$ cat src/rtl/prefix8_block_accumulator.sv
// Block accumulator wrapped around an external 8-bit prefix adder: sums BLOCK_LEN samples per result.
// Build option PREFIX8_ACC_SATURATE_EN clamps the accumulator at 8'hFF instead of wrapping.
module prefix8_block_accumulator #(
  parameter int BLOCK_LEN = 8,
  parameter int CNT_W     = 8
) (
  input  logic             clk,
  input  logic             rst_n,
  input  logic             in_valid,
  output logic             in_ready,
  input  logic [7:0]       in_data,
  input  logic             flush,
  output logic [7:0]       add_a,
  output logic [7:0]       add_b,
  input  logic [7:0]       add_sum,
  input  logic             add_cout,
  output logic             out_valid,
  input  logic             out_ready,
  output logic [7:0]       out_sum,
  output logic             out_ovf,
  output logic [CNT_W-1:0] out_count
);

  localparam logic [0:0]       ST_ACC   = 1'b0;
  localparam logic [0:0]       ST_STALL = 1'b1;
  localparam logic [CNT_W-1:0] CNT_LAST = CNT_W'(BLOCK_LEN - 1);
  localparam logic [CNT_W-1:0] CNT_ZERO = {CNT_W{1'b0}};

  logic [0:0]       state_q, state_d;
  logic [7:0]       acc_q, acc_d;
  logic             ovf_q, ovf_d;
  logic [CNT_W-1:0] cnt_q, cnt_d;
  logic             out_valid_q, out_valid_d;
  logic [7:0]       out_sum_q, out_sum_d;
  logic             out_ovf_q, out_ovf_d;
  logic [CNT_W-1:0] out_count_q, out_count_d;

  logic             slot_free_s;
  logic             in_ready_s;
  logic             accept_s;
  logic             close_s;
  logic             write_s;
  logic [7:0]       acc_nx_s;
  logic             ovf_nx_s;
  logic [CNT_W-1:0] cnt_nx_s;

  // Handshake decode: only the block-closing sample is held back while the slot is busy.
  always_comb begin
    slot_free_s = !out_valid_q || out_ready;
    case (state_q)
      ST_ACC:   in_ready_s = slot_free_s || (cnt_q != CNT_LAST);
      ST_STALL: in_ready_s = 1'b0;
      default:  in_ready_s = 1'b0;
    endcase
    accept_s = in_valid && in_ready_s;
    if (state_q == ST_ACC) begin
      close_s = (accept_s && (cnt_q == CNT_LAST)) || (flush && ((cnt_q != CNT_ZERO) || accept_s));
    end else begin
      close_s = 1'b0;
    end
    write_s = (close_s && slot_free_s) || ((state_q == ST_STALL) && out_ready);
  end

  // Running block state including the current sample, if one is accepted this cycle.
  always_comb begin
    acc_nx_s = acc_q;
    ovf_nx_s = ovf_q;
    cnt_nx_s = cnt_q;
    if (accept_s) begin
`ifdef PREFIX8_ACC_SATURATE_EN
      if (add_cout || ((acc_q == 8'hFF) && (in_data != 8'h00))) begin
        acc_nx_s = 8'hFF;
      end else begin
        acc_nx_s = add_sum;
      end
`else
      acc_nx_s = add_sum;
`endif
      ovf_nx_s = ovf_q | add_cout;
      cnt_nx_s = cnt_q + CNT_W'(1);
    end else begin
      acc_nx_s = acc_q;
      ovf_nx_s = ovf_q;
      cnt_nx_s = cnt_q;
    end
  end

  // Next state: a write publishes the block and restarts from zero; a blocked close parks in STALL.
  always_comb begin
    state_d     = state_q;
    acc_d       = acc_nx_s;
    ovf_d       = ovf_nx_s;
    cnt_d       = cnt_nx_s;
    out_valid_d = out_valid_q;
    out_sum_d   = out_sum_q;
    out_ovf_d   = out_ovf_q;
    out_count_d = out_count_q;
    if (write_s) begin
      out_valid_d = 1'b1;
      out_sum_d   = acc_nx_s;
      out_ovf_d   = ovf_nx_s;
      out_count_d = cnt_nx_s;
      acc_d       = 8'h00;
      ovf_d       = 1'b0;
      cnt_d       = CNT_ZERO;
      state_d     = ST_ACC;
    end else begin
      if (out_ready) begin
        out_valid_d = 1'b0;
      end else begin
        out_valid_d = out_valid_q;
      end
      if (close_s) begin
        state_d = ST_STALL;
      end else begin
        state_d = state_q;
      end
    end
  end

  // State and output registers.
  always_ff @(posedge clk or negedge rst_n) begin
    if (!rst_n) begin
      state_q     <= ST_ACC;
      acc_q       <= 8'h00;
      ovf_q       <= 1'b0;
      cnt_q       <= CNT_ZERO;
      out_valid_q <= 1'b0;
      out_sum_q   <= 8'h00;
      out_ovf_q   <= 1'b0;
      out_count_q <= CNT_ZERO;
    end else begin
      state_q     <= state_d;
      acc_q       <= acc_d;
      ovf_q       <= ovf_d;
      cnt_q       <= cnt_d;
      out_valid_q <= out_valid_d;
      out_sum_q   <= out_sum_d;
      out_ovf_q   <= out_ovf_d;
      out_count_q <= out_count_d;
    end
  end

  assign in_ready  = in_ready_s;
  assign add_a     = acc_q;
  assign add_b     = in_data;
  assign out_valid = out_valid_q;
  assign out_sum   = out_sum_q;
  assign out_ovf   = out_ovf_q;
  assign out_count = out_count_q;

endmodule

$ cat config.mk
export PLATFORM = sky130hd
export DESIGN_NAME = prefix8_block_accumulator
export DESIGN_NICKNAME = d
export VERILOG_FILES = /design/src/rtl/prefix8_block_accumulator.sv
export SDC_FILE = /design/constraint.sdc
export NUM_CORES = 1
export LEC_CHECK = 0
export ABC_AREA = 1
export CAP_MARGIN = 20
export CELL_PAD_IN_SITES_DETAIL_PLACEMENT = 1
export CELL_PAD_IN_SITES_GLOBAL_PLACEMENT = 2
export CORE_UTILIZATION = 26
export CTS_CLUSTER_DIAMETER = 50
export DETAILED_ROUTE_END_ITERATION = 16
export PLACE_DENSITY = 0.84
export SYNTH_ARGS = -nofsm -noshare
export SYNTH_HDL_FRONTEND = slang
export SYNTH_SLANG_ARGS = --single-unit
$ cat constraint.sdc
create_clock -name clk -period 2 [get_ports clk]
set_input_delay 0.4 -clock clk [delete_from_list [all_inputs] [get_ports clk]]
set_output_delay 0.4 -clock clk [all_outputs]
set_load 0.02 [all_outputs]
======== Word-level counts from Yosys, hierarchy flattened ========
Cells that the tools add are included.
Widths: inputs -> output; s select.
word-level totals
  bits of input ports ..................... 22
  word-level logic and storage cells ...... 39
  output and inout port bits .............. 35
  register bits ........................... 36
cells by class
  $add $sub $neg .......................... 1
  multiplexer cells ....................... 12
  equality and inequality tests ........... 2
  bitwise operators ....................... 2
  reductions and logical operators ........ 14
operator list
  cell                 count
  $mux 8               4
  $add 8x1->8 const B  1
  $eq 8x3->1 const B   1
  $ne 8x3->1 const B   1
  $reduce_bool 8->1    1
  $mux 1               7
  $logic_and 1x1->1    5
  $logic_or 1x1->1     5
  $reduce_bool 2->1    2
  $pmux 1 s2           1
  $logic_not 1->1      1
  $not 1->1            1
  $or 1x1->1           1

======== Logic depth before layout (Yosys ltp) ========
Gate-level depths: netlist of the first run.
  depth in word-level cells ............... 12
  gate-level depth with buffers ........... 11
  mapped depth without buffers ............ 11

======== Worst setup path after synthesis of the first run ========
Ideal clock, no wire load.
  path kind ............................... register to register
  start ................................... reg cnt_q[0]
  end ..................................... reg out_count_q[7] (netlist: out_count[7])
  path slack .............................. 0.415 ns
  cell stages (with the launch flop) ...... 11
  data required time ...................... 1.883 ns
  arrival time ............................ 1.468 ns
  cell sequence ........................... dfrtp_1 -> ha_1 -> nand2_1 -> nor2_1 -> nand4_1 -> nand3_2 -> nand2_1 -> nand3_4 -> buf_2 -> nand3_1 -> nand2_1
between the ends
  cells in the longest elaborated chain, start to end .. 10
  elaborated cells on any way between the ends .. 15
RTL lines
  item                    RTL line  text
  from (decl)             32        logic [CNT_W-1:0] cnt_q, cnt_d;
  from (signal assigned)  136       cnt_q <= cnt_d;
  $ne 8x3->1              51        ST_ACC: in_ready_s = slot_free_s || (cnt_q != CNT_LAST);
  $logic_or 1x1->1        51
  $pmux 1 s2              50        case (state_q)
  $logic_and 1x1->1       55        accept_s = in_valid && in_ready_s;
  $logic_or 1x1->1        57        close_s = (accept_s && (cnt_q == CNT_LAST)) || (flush && ((cnt_q != CNT_ZERO) || accept_s));
  $logic_and 1x1->1       57
  $logic_or 1x1->1        57
  $mux 1                  56        if (state_q == ST_ACC) begin
  $logic_and 1x1->1       61        write_s = (close_s && slot_free_s) || ((state_q == ST_STALL) && out_ready);
  $logic_or 1x1->1        61
  to (signal assigned)    140       out_count_q <= out_count_d;
  to (decl)               36        logic [CNT_W-1:0] out_count_q, out_count_d;
Parallel ways exist; a longest one is shown, timed or not.
A chain may end at the register's enable or synchronous reset.

======== Worst setup path in the final report of the first run ========
  start ................................... reg cnt_q[1]
  end ..................................... reg cnt_q[1]
between the ends
  cells in the longest elaborated chain, start to end .. 11
  elaborated cells on any way between the ends .. 16
RTL lines
  item                RTL line  text
  $ne 8x3->1          51
  $logic_or 1x1->1    51
  $pmux 1 s2          50
  $logic_and 1x1->1   55
  $logic_or 1x1->1    57
  $logic_and 1x1->1   57
  $logic_or 1x1->1    57
  $mux 1              56
  $logic_and 1x1->1   61
  $logic_or 1x1->1    61
  $mux 8 (*)          98        if (write_s) begin
  named net cnt_d[1]  32
The timed path passes the listed nets; every way through them passes the cells marked *.

==> impl_metrics.py, run 1 <==
metrics = {
    "global_routing": {
        "grt_pass1_vias": 1793,
        "grt_pass1_wl_mm": 8.46,
        "overflow": 0,
        "grt_usage_pct": 14.8,
        "antenna_found_initial": 0,
        "grt_max_degree": 37,
    },
    "status": {
        "status": "complete, no violations",
    },
    "clocking": {
        "cts_tree": "yes",
        "cts_sinks": 36,
        "numCtsBuffers": 5,
        "clock_latency_ns": 0.29,
        "cts_root_buf": "clkbuf_8",
        "path_clk_slew_ns": 0.07,
        "ctsHoldBuffers": 0,
        "cts.htree.levels": 2,
        "clock_path_buffers": 2,
    },
    "route": {
        "wl_per_cell_um": 12.5,
        "finalWirelength_mm": 4.81,
        "num_vias": 1632,
        "first_iter_violations": 48,
        "drt_pass1_iterations": 4,
        "drcViolationCount": 0,
        "avgViaCountPerCell": 4.25,
        "drtAntennaViolNets": 0,
    },
    "place": {
        "port_buffers": 40,
        "place_congestion": 0.730,
        "place_ws_ns": -0.115,
        "dp_hpwl_mm": 3.45,
        "place_inst": 376,
    },
    "timing": {
        "slew_violations": 0,
        "setup_violations": 0,
        "fmax_ghz": 0.548,
        "tightest_slew_ns": 0.491,
        "rsz0062_at_grt": "false",
        "fin_ws_ns": 0.174,
        "skew_ns": 0.00552,
        "period_needed_ns": 1.83,
        "hold_viol_final": 0,
        "relSlewSlack_pct": 67.2,
        "fin_crit_sh_pct": 91.3,
    },
    "synth": {
        "ys_seq_area_share_pct": 47.7,
        "postSynthCellCount": 247,
        "ys.warnings.count": 0,
        "synth_top_area_cell": "dfrtp_1",
        "synth_simple_gate_area_share_pct": 28.4,
        "synth_most_common_cell": "nand2_1",
        "synth_top_family_by_area": "simple AND/OR/NAND/NOR gates",
        "ys_types": 20,
        "syn_nets": 271,
        "ys_ff_latch": 36,
        "syn_avg_cell_area_um2": 7.64,
        "synth-compound-area-share_pct": 4.64,
        "synth_edf_count": 0,
        "ys.flop_type": "dfrtp_1",
        "synth_commonest_cells": "nand2_1 (65), inv_1 (45), dfrtp_1 (36)",
        "synthAdderAreaFrac_pct": 1.33,
        "synthXorXnorAreaFrac_pct": 2.32,
        "netlist_area_um2": 1890,
        "synthMuxAreaShare_pct": 0,
        "synth_top_area_share_pct": 47.7,
        "yosys-top-cells-area": "dfrtp_1 (48%), nand2_1 (13%), inv_1 (8.9%)",
        "synthArstFlopShare_pct": 100,
    },
    "floorplan": {
        "rows": 30,
        "initial_core_util_pct": 27.3,
        "die_width_um": 87.2,
        "die-height_um": 87.2,
        "die-area_um2": 7610,
        "ios": 57,
        "core-area_um2": 6910,
    },
    "finish": {
        "nFillCells": 875,
        "drive_gt1_share_pct": 8.33,
        "fin_nets": 311,
        "multiInputGateArea_um2": 702,
        "diodes": 0,
        "regArea_um2": 902,
        "areaGrowthSynthToFinish_pct": 31.0,
        "stdcell_count": 384,
    },
    "power_and_ir_drop": {
        "p_switching_uw": 1720,
        "p_per_area_nw_per_um2": 1600,
        "power_frac_seq_pct": 32.8,
        "internal_power_uw": 2240,
        "total_power_uw": 3960,
        "leakagePower_uw": 0.00129,
        "p_clk_share_pct": 13.9,
        "ir_drop_uv": 455,
        "combPwrFrac_pct": 53.3,
        "switching_share_pct": 43.4,
    },
    "setup_path": {
        "cp-end-kind": "flip-flop",
        "path_cells": "ha_1 > buf_4 > nand2_1 > nor2_1 > nand4_1 > nand3_2 > buf_12 > o21ai_0 > inv_1 > nor2_1",
        "cp_top_family": "simple AND/OR/NAND/NOR gates",
        "crit_top_cell": "nor2_1",
        "critical_path.max_stage_delay_ns": 0.41,
        "critical_path_arrival_ns": 2.05,
        "crit_fanout": 24,
        "critPathRequiredTime_ns": 2.22,
        "crit_buf_inv": 3,
        "cp_slowest_cell": "dfrtp_1",
        "path_class": "flip-flop to flip-flop",
        "start_kind": "flip-flop",
    },
    "run": {
        "drv_cap": 0,
    },
    "worst_hold_path": {
        "hp-class": "flip-flop to flip-flop",
    },
}
-- layout by cell type (no fill, tap or decap), drive strengths merged --
cell type	count
inv	45
clkdlybuf4s50	39
dfrtp	36
ha	2
clkbuf	8
buf	10
clkinvlp	1
a21oi	3
a21o	1
xor2	5
nand2	66
nand4	1
nor2	34
o21ai	13
nand3	24
-- area by class of cell --
class / instances / share of cell area [%]
clock buffer: 7 / 3.49
sequential: 36 / 36.5
clock inverter: 1 / 0.303
tap: 96 / 4.86
inverter: 45 / 6.83
multi-input combinational: 149 / 28.4
timing repair buffer: 50 / 19.7
-- path summary, 6_finish.rpt --
check,from,endpoint,slack [ns],cells after the start
max in group asynchronous,rst_n,cnt_q[4],1.10,2
max reg2reg,cnt_q[1],cnt_q[1],0.17,10
min reg2reg,out_sum[2],out_sum[2],0.51,2
min in group asynchronous,rst_n,out_sum[7],0.54,2
max,cnt_q[1],cnt_q[1],0.17,10
min,out_sum[2],out_sum[2],0.51,2
-- power groups by stage --
stage	Clock, uW	Sequential, uW	Combinational [uW]
floorplan	0	1570	1010
global placement	0	1310	2090
detailed placement	0	1310	2150
CTS	578	1310	2150
global route	601	1340	2400
finish	549	1300	2110
-- what timing repair did --
item | 4_1_cts | 5_1_grt
cloned | 0 | 0
gates resized for setup | 1 | 7
setup endpoints to repair | 1 | 29
setup buffers | 0 | 0
-- cell families (layout without fill, tap and decap cells) --
logic type / after synthesis / count (layout)
AO/OA/AOI/OAI: 17 / 17
adder cells (fa/ha/maj): 2 / 2
XOR/XNOR: 5 / 5
buffers and inverters: 62 / 103
flip-flops: 36 / 36
AND/OR/NAND/NOR: 125 / 125
-- flip-flops by register name, indices dropped and copies added (netlist names) --
signal,count
cnt_q,8
add_a,8
out_valid,1
ovf_q,1
out_ovf,1
state_q,1
out_sum,8
out_count,8
-- per-layer routing --
layer  track usage (%)  part of all wire [%]  up-vias  wire, um
li1                  -                     -      803         -
met1              16.3                    42      779      2010
met2              26.6                    50       42      2390
met3              5.12                   7.2        8       345
met4              4.92                   1.5        0        74
met5                 0                     0        -         0
-- tightest hold or removal path, cell delays in order, from the launching register on --
cell	delay [ns]
dfrtp_1	0.34
nand3_1	0.08
nand2_1	0.06
-- metrics by stage --
stage	TNS, ns	cell area (um^2)	hold slack, ns	util [%]
6_report	0	2470	0.510	35.8
5_1_grt	0	2470	0.534	35.8
3_5_place_dp	-1.33	2370	0.496	34.3
2_1_floorplan	0	1890	0.104	-
4_1_cts	0	2460	0.516	35.7
3_3_place_gp	-0.0915	2370	0.491	34.3
(Power assumes the default switching activity.)
==> inputs of run 2 (changes only) <==
- ABC_CLOCK_PERIOD_IN_PS: default -> 2000
- CORE_UTILIZATION: 26 -> 34
- DONT_BUFFER_PORTS: default -> 1
- PLACE_DENSITY: 0.84 -> 0.81
- TNS_END_PERCENT: default -> 20
==> run 2 against run 1 <==
  * First-iteration DRC count down 15%
  * Sequential cell count unchanged
  * Sequential share of layout area up 8.1 points
  * Total power down 15%
  * Critical path depth down 5
  * Clock power down 1%
  * Fmax about the same
  * Die area down 23%
  * Setup slack worse by 0.0010 ns
  * Hold slack worse by 0.17 ns
  * Via count down 11%
  * Global-route usage up 1.0 points
  * Critical path type is now flip-flop to output port
==> impl_metrics.py, run 2 (same netlist as run 1, synthesis figures left out) <==
metrics = {
    "timing": {
        "slew_violations": 0,
        "rsz0062_at_grt": "false",
        "fin_crit_sh_pct": 91.4,
        "setup_violations": 0,
        "setup-tns-final_ns": 0,
        "relSlewSlack_pct": 75.2,
        "skew_ns": 0.00377,
        "period_needed_ns": 1.83,
        "tightest_slew_ns": 0.372,
        "fmax_ghz": 0.547,
        "fin_ws_ns": 0.173,
        "hold_viol_final": 0,
        "whs_ns": 0.342,
    },
    "global_routing": {
        "overflow": 0,
        "grt_pass1_vias": 1517,
        "antenna_found_initial": 0,
        "grt_max_degree": 37,
        "grt_pass1_wl_mm": 7.21,
        "grt_usage_pct": 15.8,
    },
    "route": {
        "drtAntennaViolNets": 0,
        "first_iter_violations": 41,
        "finalWirelength_mm": 4.19,
        "avgViaCountPerCell": 4.59,
        "wl_per_cell_um": 13.3,
        "wirelength_met1_mm": 1.91,
        "met2_length_mm": 1.97,
        "num_vias": 1451,
        "highest_layer": "met4",
        "wl_met3_um": 259,
        "drt_pass1_iterations": 4,
        "drcViolationCount": 0,
    },
    "setup_path": {
        "start_kind": "flip-flop",
        "crit_fanout": 5,
        "rrSetupSlack_ns": 0.23,
        "path_cells": "ha_1 > nand3_1 > nor2_2 > a21oi_1 > buf_4",
        "critical_path.max_stage_delay_ns": 0.39,
        "critPathRequiredTime_ns": 1.60,
        "cp-end-kind": "output port",
        "cp_slowest_cell": "dfrtp_1",
        "critical_path_arrival_ns": 1.43,
        "path_class": "flip-flop to output port",
    },
    "status": {
        "status": "complete, no violations",
    },
    "finish": {
        "diodes": 0,
        "drive_gt1_share_pct": 7.72,
        "areaGrowthSynthToFinish_pct": 7.16,
        "nFillCells": 665,
        "final_area_um2": 2020,
        "final_common_cell": "nand2_1",
        "stdcell_count": 316,
        "final_cell_mix": "nand2_1 (65), inv_1 (45), dfrtp_1 (36), nor2_1 (32), nand3_1 (22)",
        "fin_nets": 269,
        "multiInputGateArea_um2": 693,
        "regArea_um2": 901,
    },
    "place": {
        "place_congestion": 0.710,
        "port_buffers": 0,
        "place_ws_ns": 0.195,
        "dp_hpwl_mm": 2.95,
        "placed_area_um2": 1900,
        "place_inst": 306,
    },
    "floorplan": {
        "die-height_um": 76.5,
        "initial_core_util_pct": 36.0,
        "ios": 57,
        "die_width_um": 76.5,
        "die-area_um2": 5860,
        "rows": 26,
        "core-area_um2": 5240,
    },
    "clocking": {
        "numCtsBuffers": 5,
        "clock_path_buffers": 2,
        "cts_sinks": 36,
        "cts_setup_buffers": 0,
        "cts.htree.levels": 2,
        "path_clk_slew_ns": 0.07,
        "cts_root_buf": "clkbuf_8",
        "cts_tree": "yes",
        "clock_latency_ns": 0.29,
    },
    "power_and_ir_drop": {
        "p_per_area_nw_per_um2": 1670,
        "leakagePower_uw": 0.00112,
        "ir_drop_uv": 626,
    },
    "run": {
        "drv_cap": 0,
    },
    "worst_hold_path": {
        "hp-class": "input pin to flip-flop",
    },
}
run 2: cell types whose count changed in the layout (fill, tap and decap cells not counted), moves of 2 or more:
| cell | before | now |
|---|---|---|
| o21ai_1 | 2 | 0 |
| clkdlybuf4s50_1 | 39 | 0 |
| buf_4 | 8 | 5 |
| o21ai_0 | 11 | 13 |
run 2: report_power, final:
group          leakage [uW]  total (uW)  internal [uW]  switching [uW]
Sequential         0.000453        1630           1060             570
Clock             0.0000445         543            280             263
Combinational      0.000625        1200            431             773
Total               0.00112        3380           1770            1610
run 2: final cells by class:
cell class | count | share of cell area (%)
sequential | 36 | 44.5
timing repair buffer | 8 | 3.90
multi-input combinational | 149 | 34.3
inverter | 45 | 8.35
tap | 70 | 4.33
clock buffer | 7 | 4.27
clock inverter | 1 | 0.371
run 2: worst paths after layout:
| check | from | end | depth (start not counted) |
|---|---|---|---|
| setup / recovery | cnt_q[0] | in_ready | 5 |
| hold / removal | add_sum[6] | add_a[6] | 2 |
| setup reg to reg | cnt_q[0] | out_count[3] | 10 |
| hold reg to reg | ovf_q | out_ovf | 3 |
| max in group asynchronous | rst_n | out_valid | 2 |
| min in group asynchronous | rst_n | add_a[1] | 2 |
run 2: routing by layer:
layer	vias up	track usage (%)
li1	720	-
met1	688	19.4
met2	37	26.0
met3	6	5.51
met4	0	4.62
met5	-	0
run 2: through the flow:
step,util (%),power [uW]
after floorplan,-,2580
after global placement,36.2,2810
after detailed placement,36.2,2870
after CTS,38.6,3450
after global routing,38.6,3720
final,38.6,3380
run 2: repair_timing:
item / in CTS / in global routing
hold buffers: 2 / 0
endpoints found under the hold margin: 36 / 0
gates resized for setup: 0 / 1
setup endpoints to repair: 0 / 1
run 2: worst max-delay path, delay by kind of cell, from the launching register on:
kind	cells	cell delay, ns
AOI/OAI and AO/OA	1	0.07
adders and majority gates	1	0.26
buffers and inverters	1	0.16
DFF	1	0.39
and+or+nand+nor	2	0.26
